<file path="config.mk">
export PLATFORM = sky130hd
export DESIGN_NAME = rv_sb_regfile
export DESIGN_NICKNAME = d
export VERILOG_FILES = /design/src/rtl/rv_sb_regfile_pkg.sv /design/src/rtl/rv_sb_regfile_scoreboard.sv /design/src/rtl/rv_sb_regfile.sv
export SDC_FILE = /design/constraint.sdc
export NUM_CORES = 1
export LEC_CHECK = 0
export BUFFER_PORTS_ARGS = -buffer_cell sky130_fd_sc_hd__buf_2
export CORE_ASPECT_RATIO = 1.25
export CORE_MARGIN = 1.5
export CORE_UTILIZATION = 46
export CTS_BUF_LIST = sky130_fd_sc_hd__clkbuf_4 sky130_fd_sc_hd__clkbuf_8 sky130_fd_sc_hd__clkbuf_16
export DETAILED_ROUTE_END_ITERATION = 7
export GPL_ROUTABILITY_DRIVEN = 0
export MAX_ROUTING_LAYER = met4
export PLACE_DENSITY_LB_ADDON = 0.15
export SYNTH_ARGS = -nofsm -noshare
export SYNTH_HDL_FRONTEND = slang
export SYNTH_SLANG_ARGS = --single-unit
</file>
<file path="constraint.sdc">
create_clock -name clk -period 4.8 [get_ports clk]
set_input_delay 0.72 -clock clk [delete_from_list [all_inputs] [get_ports clk]]
set_output_delay 0.72 -clock clk [all_outputs]
set_load 0.005 [all_outputs]
</file>
<file path="src/rtl/rv_sb_regfile_pkg.sv">
// Shared types for the scoreboarded register file: operand/address types,
// port structs and the init/run state encoding.
package RV_pkg;

   localparam int unsigned RV_XLEN = 32;
   localparam int unsigned RV_NREG = 32;
   localparam int unsigned RV_AW   = $clog2(RV_NREG);

   typedef logic [RV_XLEN-1:0] OperandType;
   typedef logic [RV_AW-1:0]   RegAddrType;

   typedef struct packed {
      logic       en;
      RegAddrType addr;
   } RegCtrlPortType;

   typedef struct packed {
      logic       en;
      RegAddrType addr;
      OperandType data;
   } RegWritePortType;

   typedef struct packed {
      OperandType data;
      logic       avail;
   } RegReadPortType;

   typedef enum logic {
      ST_INIT,
      ST_RUN
   } RfStateType;

endpackage

</file>
<file path="src/rtl/rv_sb_regfile_scoreboard.sv">
// Busy bit per architectural register; a set in the same cycle as a clear wins,
// so a newly issued producer is never lost to an older writeback.
module rv_reg_scoreboard #(
   parameter  int unsigned NREG    = 32,
   parameter  int unsigned NUM_CLR = 1,
   localparam int unsigned AW      = $clog2(NREG)
) (
   input  logic                   clk,
   input  logic                   rst_n,
   input  logic                   set,
   input  logic [AW-1:0]          set_addr,
   input  logic [NUM_CLR-1:0]     clr,
   input  logic [NUM_CLR*AW-1:0]  clr_addr,
   output logic [NREG-1:0]        busy
);

   always_ff @(posedge clk) begin
      if (!rst_n) begin
         busy <= '0;
      end else begin
         for (int unsigned c = 0; c < NUM_CLR; c++) begin
            if (clr[c]) busy[clr_addr[c*AW +: AW]] <= 1'b0;
         end
         if (set) busy[set_addr] <= 1'b1;
      end
   end

endmodule

</file>
<file path="src/rtl/rv_sb_regfile.sv">
// Register file with operand scoreboard, writeback bypass and a post-reset
// clear sequence that zeroes one register per cycle before accepting issue.
module rv_sb_regfile
   import RV_pkg::*;
#(
   parameter  int unsigned NUM_RD = 2,
   parameter  int unsigned NUM_WB = 1,
   parameter  int unsigned XLEN   = RV_XLEN,
   parameter  int unsigned NREG   = RV_NREG,
   localparam int unsigned AW     = $clog2(NREG)
) (
   input  logic                    clk,
   input  logic                    rst_n,
   input  logic [NUM_RD-1:0]       rd_en,
   input  logic [NUM_RD*AW-1:0]    rd_addr,
   output logic [NUM_RD*XLEN-1:0]  rd_data,
   output logic [NUM_RD-1:0]       rd_avail,
   input  logic                    iss_valid,
   input  logic [AW-1:0]           iss_addr,
   input  logic [NUM_WB-1:0]       wb_en,
   input  logic [NUM_WB*AW-1:0]    wb_addr,
   input  logic [NUM_WB*XLEN-1:0]  wb_data,
   output logic                    ready
);

   RfStateType      state;
   RegAddrType      cnt;
   OperandType      regs [NREG];
   logic [NREG-1:0] busy;
   logic            run;
   logic [NUM_WB-1:0] clr;
   logic            set;

   RegCtrlPortType  rd_req [NUM_RD];
   RegReadPortType  rd_rsp [NUM_RD];
   RegWritePortType wb     [NUM_WB];

   assign run = (state == ST_RUN);
   assign set = run && iss_valid && (iss_addr != '0);

   for (genvar w = 0; w < NUM_WB; w++) begin : g_wb
      assign wb[w].en   = run && wb_en[w];
      assign wb[w].addr = wb_addr[w*AW +: AW];
      assign wb[w].data = wb_data[w*XLEN +: XLEN];
      assign clr[w]     = wb[w].en && (wb[w].addr != '0);
   end

   always_ff @(posedge clk) begin
      if (!rst_n) begin
         state <= ST_INIT;
         cnt   <= RegAddrType'(1);
         ready <= 1'b0;
      end else if (state == ST_INIT) begin
         cnt <= cnt + 1'b1;
         if (cnt == RegAddrType'(NREG-1)) begin
            state <= ST_RUN;
            ready <= 1'b1;
         end
      end
   end

   // Array has no reset: contents are zeroed only by the INIT walk; x0 is never stored.
   always_ff @(posedge clk) begin
      if (rst_n) begin
         if (state == ST_INIT) begin
            regs[cnt] <= '0;
         end else begin
            for (int unsigned w = 0; w < NUM_WB; w++) begin
               if (clr[w]) regs[wb[w].addr] <= wb[w].data;
            end
         end
      end
   end

   rv_reg_scoreboard #(
      .NREG    (NREG),
      .NUM_CLR (NUM_WB)
   ) u_scoreboard (
      .clk      (clk),
      .rst_n    (rst_n),
      .set      (set),
      .set_addr (iss_addr),
      .clr      (clr),
      .clr_addr (wb_addr),
      .busy     (busy)
   );

   for (genvar p = 0; p < NUM_RD; p++) begin : g_rd
      assign rd_req[p].en   = rd_en[p];
      assign rd_req[p].addr = rd_addr[p*AW +: AW];

      // Later assignments override earlier ones: higher wb port beats lower, x0 beats all.
      always_comb begin
         rd_rsp[p].data  = regs[rd_req[p].addr];
         rd_rsp[p].avail = !(busy[rd_req[p].addr] && rd_req[p].en);
         for (int unsigned w = 0; w < NUM_WB; w++) begin
            if (wb[w].en && (wb[w].addr == rd_req[p].addr)) begin
               rd_rsp[p].data  = wb[w].data;
               rd_rsp[p].avail = 1'b1;
            end
         end
         if (rd_req[p].addr == '0) begin
            rd_rsp[p].data  = '0;
            rd_rsp[p].avail = 1'b1;
         end
         if (!run) rd_rsp[p].avail = 1'b0;
      end

      assign rd_data[p*XLEN +: XLEN] = rd_rsp[p].data;
      assign rd_avail[p]             = rd_rsp[p].avail;
   end

endmodule

</file>
== Word-level counts from Yosys, hierarchy flattened ==
Memories as Yosys holds them, arrays and structs flattened.
Index checks and enable logic that the tools add are counted.
W data, S select, Z words.
Storage, ports and cells
  register bits: 39
  bits in writable memories: 1024
  input bits: 58
  output and inout bits: 67
  logic and storage cells: 66
  memories: 1
Memory list
  regs: words 32, width 32, read ports 2, clocked after memory_dff 0, wr ports 1, line rv_sb_regfile.sv:28  | OperandType regs [NREG];
Cells by class
  $add $sub $neg: 1
  $lt $le $gt $ge: 6
  equal/unequal tests: 3
  mux-type cells: 29
  bitwise logic cells: 4
  reductions and logical operators: 18
Operators with widths (number)
  $mux W33: 4
  $mux W32: 4
  $and A32 B32 Y32: 1
  $not A32 Y32: 1
  $or A32 B32 Y32: 1
  $reduce_or A32 Y1: 1
  $lt A5 B6 Y1 const B: 4
  $mux W1: 16
  $bmux W1 S5: 2
  $demux W1 S5: 2
  $eq A5 B5 Y1: 2
  $ge A5 B1 Y1 const B: 2
  $logic_and A1 B1 Y1: 10
  $logic_not A5 Y1: 2
  $reduce_bool A5 Y1: 2
  $add A5 B1 Y5 const B: 1
  $eq A5 B5 Y1 const B: 1
  $mux W5: 1
  $logic_not A1 Y1: 2
  $reduce_and A2 Y1: 1
  $not A1 Y1: 1

== Logic depth before layout (Yosys ltp) ==
Gate-level depths: netlist (run 1).
  depth after elaboration: 10
  depth in mapped cells: 11
  gate-level depth less buffers: 5

== By module ==
From an unflattened synthesis (run 1), not the netlist that was laid out.
Second synthesis, totals
  cells, all modules: 2873
  area total of the unflattened synthesis: 51007.7 um2
Modules (own cells, without submodules)
  rv_sb_regfile: instances 1, cells each 2738, area an instance 49673.9 um2, seq. area each 30889.6 um2
  rv_reg_scoreboard: instances 1, cells each 135, area an instance 1333.8 um2, seq. area each 640.6 um2

== Worst setup path before layout (run 1) ==
No wires, ideal clock.
  path kind: input to register
  start: input wb_addr[2]
  end: memory regs[19][0] (netlist bit), enable pin
  setup time: 0.421 ns
  data arrival time: 3.307 ns
  required time: 4.379 ns
  path slack: 1.072 ns
  cell stages on the path: 6
  path buffers: 2
  path through: buf_2 > nor3_1 > a21o_1 > buf_2 > a31oi_1 > nor2_1
Between the ends
  cells in the longest elaborated chain, start to end: 8
  elaborated cells between the ends (all ways): 9
  those cells by class: mux: 6; reduce/logical: 3
RTL lines
  start: declaration: line rv_sb_regfile.sv:21  | input logic [NUM_WB*AW-1:0] wb_addr,
  $reduce_bool A5 Y1: line rv_sb_regfile.sv:45  | assign clr[w] = wb[w].en && (wb[w].addr != '0);
  $logic_and A1 B1 Y1: line rv_sb_regfile.sv:45
  $mux W1: line rv_sb_regfile.sv:69  | if (clr[w]) regs[wb[w].addr] <= wb[w].data;
  $mux W1: line rv_sb_regfile.sv:65  | if (state == ST_INIT) begin
  $mux W1: line rv_sb_regfile.sv:64  | if (rst_n) begin
  $mux W1 (implied by the code): line rv_sb_regfile.sv:69
  $reduce_or A32 Y1 (no source line)
  $mux W5 (no source line) or $mux W1 (tied branches)
  end: declaration: line rv_sb_regfile.sv:28
Several ways; a longest one is shown, not always the timed one.

== Worst setup path in the final report (run 1) ==
  start: input rd_addr[6]
  end: output rd_data[52]
Between the ends
  cells in the longest elaborated chain, start to end: 4
  elaborated cells between the ends (all ways): 6
  those cells by class: eq/ne: 1; mux: 2; reduce/logical: 2; memory: 1
RTL lines
  start: declaration: line rv_sb_regfile.sv:15  | input logic [NUM_RD*AW-1:0] rd_addr,
  parallel branches: the longest is 3 deep, another holds $mem_v2 Z32 W32
  $mux W33 (*): line rv_sb_regfile.sv:102  | if (rd_req[p].addr == '0) begin
  end: declaration: line rv_sb_regfile.sv:16  | output logic [NUM_RD*XLEN-1:0] rd_data,
Every way passes the cells marked *.

==> summary.txt, run 1 <==
Timing
  – Relative slew slack: 0.139
  – Worst Tran Pin Value: 1.29 ns
  – Final Critical Period: 4.45 ns
  – RSZ-0062 raised after global routing: false
  – Setup violators final: 0
  – Clock skew: 0.0241 ns
  – Final slew viol count: 0
  – Hold_ws: 0.397 ns
  – Final Hold Viols: 0
  – Post-route setup TNS: 0 ns
  – Max Clk Rate: 225 MHz
  – Period utilization: 0.928

Drt
  – Vias: 32300
  – Vias per inst: 7.09
  – WL/cell: 38.3 um
  – Routed wire length: 175000 um
  – Total iterations of the first detailed-routing run: 5
  – Routed Antenna Nets: 0
  – 1st-iter DRT viols: 4622
  – DRC: 0

Cells and area
  – Design area: 57200 um^2
  – Sequential cell area: 31500 um^2
  – Filler cell count: 8614
  – Layout cell share with drive strength beyond 1: 0.320
  – Most common cell after layout, fill and taps aside: edfxtp_1
  – Multi-input gate area: 18000 um^2
  – Final #Nets: 3089
  – Most frequent cells in the layout: 1024 x edfxtp_1, 445 x mux4_2, 171 x mux2i_1, 142 x buf_4, 118 x buf_2
  – Area growth syn-to-layout: 13.3%

CTS
  – Clock Path Buffers: 3
  – H-Tree Depth: 3
  – Cts hold-fix bufs: 0
  – Clock transition at path regs: 0.06 ns
  – Total CTS buffers: 107
  – Clock sink total: 1063
  – Cts repair resizes: 0
  – Setup bufs post-CTS: 0
  – Root Buffer: clkbuf_16
  – Latest clock arrival within the worst-skew pair: 0.72 ns
  – CTS tree: yes

Synthesis
  – Largest area contributor in the netlist: edfxtp_1
  – Mean Syn Cell Area: 17.7 um^2
  – EDFF count, synth: 1024
  – Synth Instances: 2851
  – Share of async-settable or async-resettable flops after synthesis: 0
  – Synth Register Bits: 1063
  – Post-synth top area share: 0.609
  – Mapped cell area: 50500 um^2
  – Post-Syn Nets: 2911
  – Synth cell types: 69
  – Top FF cell, synth: edfxtp_1
  – Sequential area share after synthesis: 0.624
  – Synth warn: 0
  – Ranking of synthesized cells by area: edfxtp_1 61%, mux4_2 20%, mux2i_1 3.4%

Outcome
  – Status: completed

Worst setup path
  – CP most frequent cell: buf_4
  – Cell family with most CP delay: compound AO/OA/AOI/OAI gates
  – Setup crit end kind: primary output
  – Worst path max stage delay: 1.09 ns
  – Arr. time, crit path: 3.73 ns
  – Crit path kind: primary input to primary output
  – Crit-path cells: buf_8, buf_4, nand3b_1, a211oi_1, a2111oi_0, buf_4, a32oi_1, o21ai_0, buf_2
  – Worst path buffer plus inverter count: 4
  – CP Data Required Time: 4.08 ns
  – CP max FO: 32
  – Startpoint types: primary input
  – CP max-delay cell: a2111oi_0

Floorplanning
  – Total core area: 109000 um^2
  – DIE HEIGHT: 373 um
  – Starting Density: 0.465
  – # IOs: 125
  – Chip width: 299 um
  – Die area: 112000 um^2
  – Core Rows: 135

Placement
  – Dpl cell area: 53700 um^2
  – IO Port Bufs: 124
  – Hpwl dp: 105000 um

GRT
  – Overall routing resource usage: 0.321
  – Largest net degree at the start of global routing: 78
  – Grt ovf: 0
  – Vias in the first global route: 32400
  – Antenna violations before repair: 5
  – First-pass GRT wire length: 244000 um

Min path
  – Worst hold path type: primary input to flip-flop

Pwr
  – Pwr Density: 354 nW/um^2
  – Peak VDD IR: 0.278 mV
  – Leak: 19.2 nW

Flow run
  – Max Cap Viol: 0
-- sequential cells by signal, indices dropped and copies added (netlist names) --
register / count
regs: 1024
u_scoreboard.busy: 32
cnt: 5
ready: 1
run: 1
-- final cells by class --
type | instances | area share
Antenna cell | 4 | 0.000175
Clock buffer | 140 | 0.0522
Clock inverter | 57 | 0.00971
Inverter | 8 | 0.000525
Multi-Input combinational cell | 1556 | 0.315
Sequential cell | 1063 | 0.551
Tap cell | 1438 | 0.0314
Timing Repair Buffer | 293 | 0.0400
-- path summary, 6_finish.rpt --
kind	from	to	slack, ns	depth (start not counted)
worst max-delay path	rd_addr[6]	rd_data[52]	0.35	9
worst min-delay path	iss_addr[1]	u_scoreboard.busy[31]	0.40	3
worst max register to register	run	regs[18][24]	1.46	8
worst min register to register	ready	ready	0.48	1
-- report_power, final --
group	total [mW]	leakage [nW]	internal, mW	switching, mW
clock network	8.54	1.78	4.92	3.62
registers	10.2	10.5	10.1	0.0419
logic	1.55	6.94	0.575	0.979
total	20.2	19.2	15.6	4.64
-- stage by stage --
| step | cells | setup slack [ns] | power, mW | util |
|---|---|---|---|---|
| after CTS | 4555 | 0.493 | 20.3 | 0.527 |
| after global placement | 4358 | 0.434 | 11.9 | 0.494 |
| final | 4559 | 0.346 | 20.2 | 0.527 |
| after global routing | 4559 | 0.416 | 20.7 | 0.527 |
| after detailed placement | 4358 | 0.512 | 11.9 | 0.494 |
| after floorplan | 2851 | 1.07 | 11.2 | - |
-- cell usage after synthesis, drive strengths merged, types with 8 or more instances --
| master | number |
|---|---|
| a211oi | 31 |
| nor2b | 38 |
| mux4 | 445 |
| a31oi | 16 |
| a21oi | 47 |
| nand2 | 89 |
| o22a | 12 |
| edfxtp | 1024 |
| dfxtp | 39 |
| a22oi | 99 |
| nand2b | 12 |
| and2 | 44 |
| a221oi | 28 |
| o221ai | 8 |
| xnor2 | 12 |
| mux2i | 171 |
| o21ai | 62 |
| nor2 | 113 |
| mux2 | 24 |
| clkbuf | 82 |
| nor3b | 11 |
| nand4 | 9 |
| nand3 | 22 |
| a21boi | 26 |
| o211ai | 15 |
| a221o | 44 |
| nor3 | 53 |
| o22ai | 52 |
| buf | 142 |
-- worst register-to-register path: cells and delay by family (launching register included) --
family                 cells  cell delay (ns)
AND/OR/NAND/NOR            3             1.41
flip-flops                 1             0.33
AO/OA/AOI/OAI              2             0.43
buffers and inverters      3             0.84
-- layer usage --
metal | track usage | part of all wire | vias to the layer above
met5 | - | 0 | -
met4 | 0.128 | 0.043 | 0
met3 | 0.0637 | 0.11 | 387
met2 | 0.498 | 0.48 | 2260
met1 | 0.416 | 0.37 | 17200
li1 | - | - | 12500
-- cell families (layout without fill, tap and decap cells) --
group	Yosys count	after routing	synth area share
DFF	1063	1063	0.624
muxes	640	640	0.238
AOI/OAI and AO/OA	485	485	0.0696
xor gates and xnor gates	12	12	0.00208
buffers and inverters	232	498	0.0250
and+or+nand+nor	417	417	0.0408
other	0	4	0
adders and majority gates	2	2	0.000495
Note: power is estimated with default switching activity, not from simulation.
==> run 2: changes to the inputs <==
PLACE_DENSITY_LB_ADDON = 0.1   (was 0.15)
==> run 2 against run 1 <==
Compared with the run above: clock skew decreased by 0.0047 ns; combinational power about the same; total power increased by 0.64%; final area increased by 0.40%; sequential share of layout area decreased by 0.22 points; wire length decreased by 0.55%; sequential power about the same; die area unchanged; largest cell class unchanged.
==> summary.txt, run 2 (synthesis gave the netlist of run 1 again) <==
Cells and area
  – Max FFs per register: 1024 (unchanged)
  – Most frequent cells in the layout: 1024 x edfxtp_1, 445 x mux4_2, 171 x mux2i_1, 136 x buf_4, 117 x buf_2 (was 1024 x edfxtp_1, 445 x mux4_2, 171 x mux2i_1, 142 x buf_4, 118 x buf_2)
  – Final #Nets: 3096 (was 3089)
  – ANT cells: 0 (was 4)
  – Area growth syn-to-layout: 13.8% (was 13.3%)
  – Top reg by flops: regs (unchanged)
  – Most common cell after layout, fill and taps aside: edfxtp_1 (unchanged)
  – Biggest regs: regs: 1024 flops, u_scoreboard.busy: 32 flops, cnt: 5 flops (unchanged)
  – Layout cell share with drive strength beyond 1: 0.318 (was 0.320)

Drt
  – DRC: 0 (unchanged)
  – Total iterations of the first detailed-routing run: 5 (unchanged)
  – WL/cell: 38.0 um (was 38.3 um)
  – Routed Antenna Nets: 0 (unchanged)
  – Routed wire length: 174000 um (was 175000 um)
  – Vias: 32100 (was 32300)
  – Vias per inst: 7.03 (was 7.09)
  – 1st-iter DRT viols: 3880 (was 4622)

Timing
  – Post-route setup TNS: 0 ns (unchanged)
  – Final Critical Period: 4.52 ns (was 4.45 ns)
  – Setup WS post-layout: 0.281 ns (was 0.346 ns)
  – Clock skew: 0.0194 ns (was 0.0241 ns)
  – Setup violators final: 0 (unchanged)
  – Max Clk Rate: 221 MHz (was 225 MHz)
  – Period utilization: 0.941 (was 0.928)
  – Final slew viol count: 0 (unchanged)
  – Worst Tran Pin Value: 1.34 ns (was 1.29 ns)
  – Relative slew slack: 0.104 (was 0.139)
  – RSZ-0062 raised after global routing: false (unchanged)
  – Final Hold Viols: 0 (unchanged)

Floorplanning
  – Core Rows: 135 (unchanged)
  – Total core area: 109000 um^2 (unchanged)
  – DIE HEIGHT: 373 um (unchanged)
  – Starting Density: 0.465 (unchanged)
  – # IOs: 125 (unchanged)
  – Die area: 112000 um^2 (unchanged)
  – Chip width: 299 um (unchanged)

CTS
  – Clock transition at path regs: 0.06 ns (about the same)
  – Cts repair resizes: 0 (unchanged)
  – Clock sink total: 1063 (unchanged)
  – Cts hold-fix bufs: 0 (unchanged)
  – CTS tree: yes (unchanged)
  – Total CTS buffers: 110 (was 107)
  – Setup bufs post-CTS: 0 (unchanged)
  – Root Buffer: clkbuf_16 (unchanged)
  – H-Tree Depth: 3 (unchanged)
  – Latest clock arrival within the worst-skew pair: 0.74 ns (was 0.72 ns)
  – Clock Path Buffers: 3 (unchanged)

GRT
  – Overall routing resource usage: 0.320 (was 0.321)
  – Grt ovf: 0 (unchanged)
  – First-pass GRT wire length: 244000 um (about the same)
  – Vias in the first global route: 32300 (was 32400)
  – Antenna violations before repair: 4 (was 5)
  – Largest net degree at the start of global routing: 63 (was 78)

Pwr
  – Pwr Density: 355 nW/um^2 (was 354 nW/um^2)
  – Leak: 19.2 nW (about the same)
  – Peak VDD IR: 0.395 mV (was 0.278 mV)

Outcome
  – Status: completed (unchanged)

Worst setup path
  – Setup crit end kind: primary output (unchanged)
  – CP Data Required Time: 4.08 ns (about the same)
  – Arr. time, crit path: 3.80 ns (was 3.73 ns)
  – CP max FO: 24 (was 32)
  – Crit path kind: primary input to primary output (unchanged)
  – Startpoint types: primary input (unchanged)

Flow run
  – Max Cap Viol: 0 (unchanged)

Placement
  – IO Port Bufs: 124 (unchanged)
  – Hpwl dp: 106000 um (was 105000 um)
  – DP Worst Slack: 0.234 ns (was 0.512 ns)

Min path
  – Worst hold path type: primary input to flip-flop (unchanged)
run 2: stage by stage:
stage | instance area (um^2) | util | hold WS (ns) | cells | total power [mW]
3_5_place_dp | 53900 | 0.496 | 0.461 | 4362 | 11.9
2_1_floorplan | 50500 | - | 0.443 | 2851 | 11.2
4_1_cts | 57500 | 0.529 | 0.228 | 4567 | 20.4
3_3_place_gp | 53900 | 0.496 | 0.455 | 4362 | 11.9
5_1_grt | 57500 | 0.529 | 0.289 | 4567 | 20.8
6_report | 57500 | 0.529 | 0.258 | 4567 | 20.4
run 2: layout make-up:
type / count / area, um^2
clock buffer: 133 / 2940
clock inverter: 72 / 668
fill: 8543 / 51100
inverter: 8 / 30.0
multi-input combinational: 1556 / 18000
sequential: 1063 / 31500
tap: 1438 / 1800
timing repair buffer: 297 / 2460
run 2: critical path, stage by stage:
cell and delay, ns:
buf_2 0.29, buf_12 0.25, or2_2 0.15, buf_4 0.38, o22ai_1 0.13, a2111oi_0 0.94
a32oi_1 0.23, o21ai_0 0.41, buf_2 0.25
run 2: where the power goes:
part           total (mW)  switching [mW]  internal [mW]
combinational        1.55           0.964          0.588
sequential           10.2          0.0411           10.1
clock                8.67            3.72           4.95
run 2: per-layer routing:
layer,track usage,share of wire,vias to the layer above
met1,0.424,0.39,17300
met3,0.0507,0.092,361
met5,-,0,-
li1,-,-,12500
met4,0.127,0.041,0
met2,0.497,0.48,1909
run 2: path summary, 6_finish.rpt:
check | depth (start not counted) | to | slack [ns] | startpoint
setup / recovery | 9 | rd_data[47] | 0.28 | rd_addr[9]
hold / removal | 2 | cnt[0] | 0.26 | rst_n
setup reg to reg | 6 | regs[22][4] | 1.63 | run
hold reg to reg | 1 | ready | 0.47 | ready
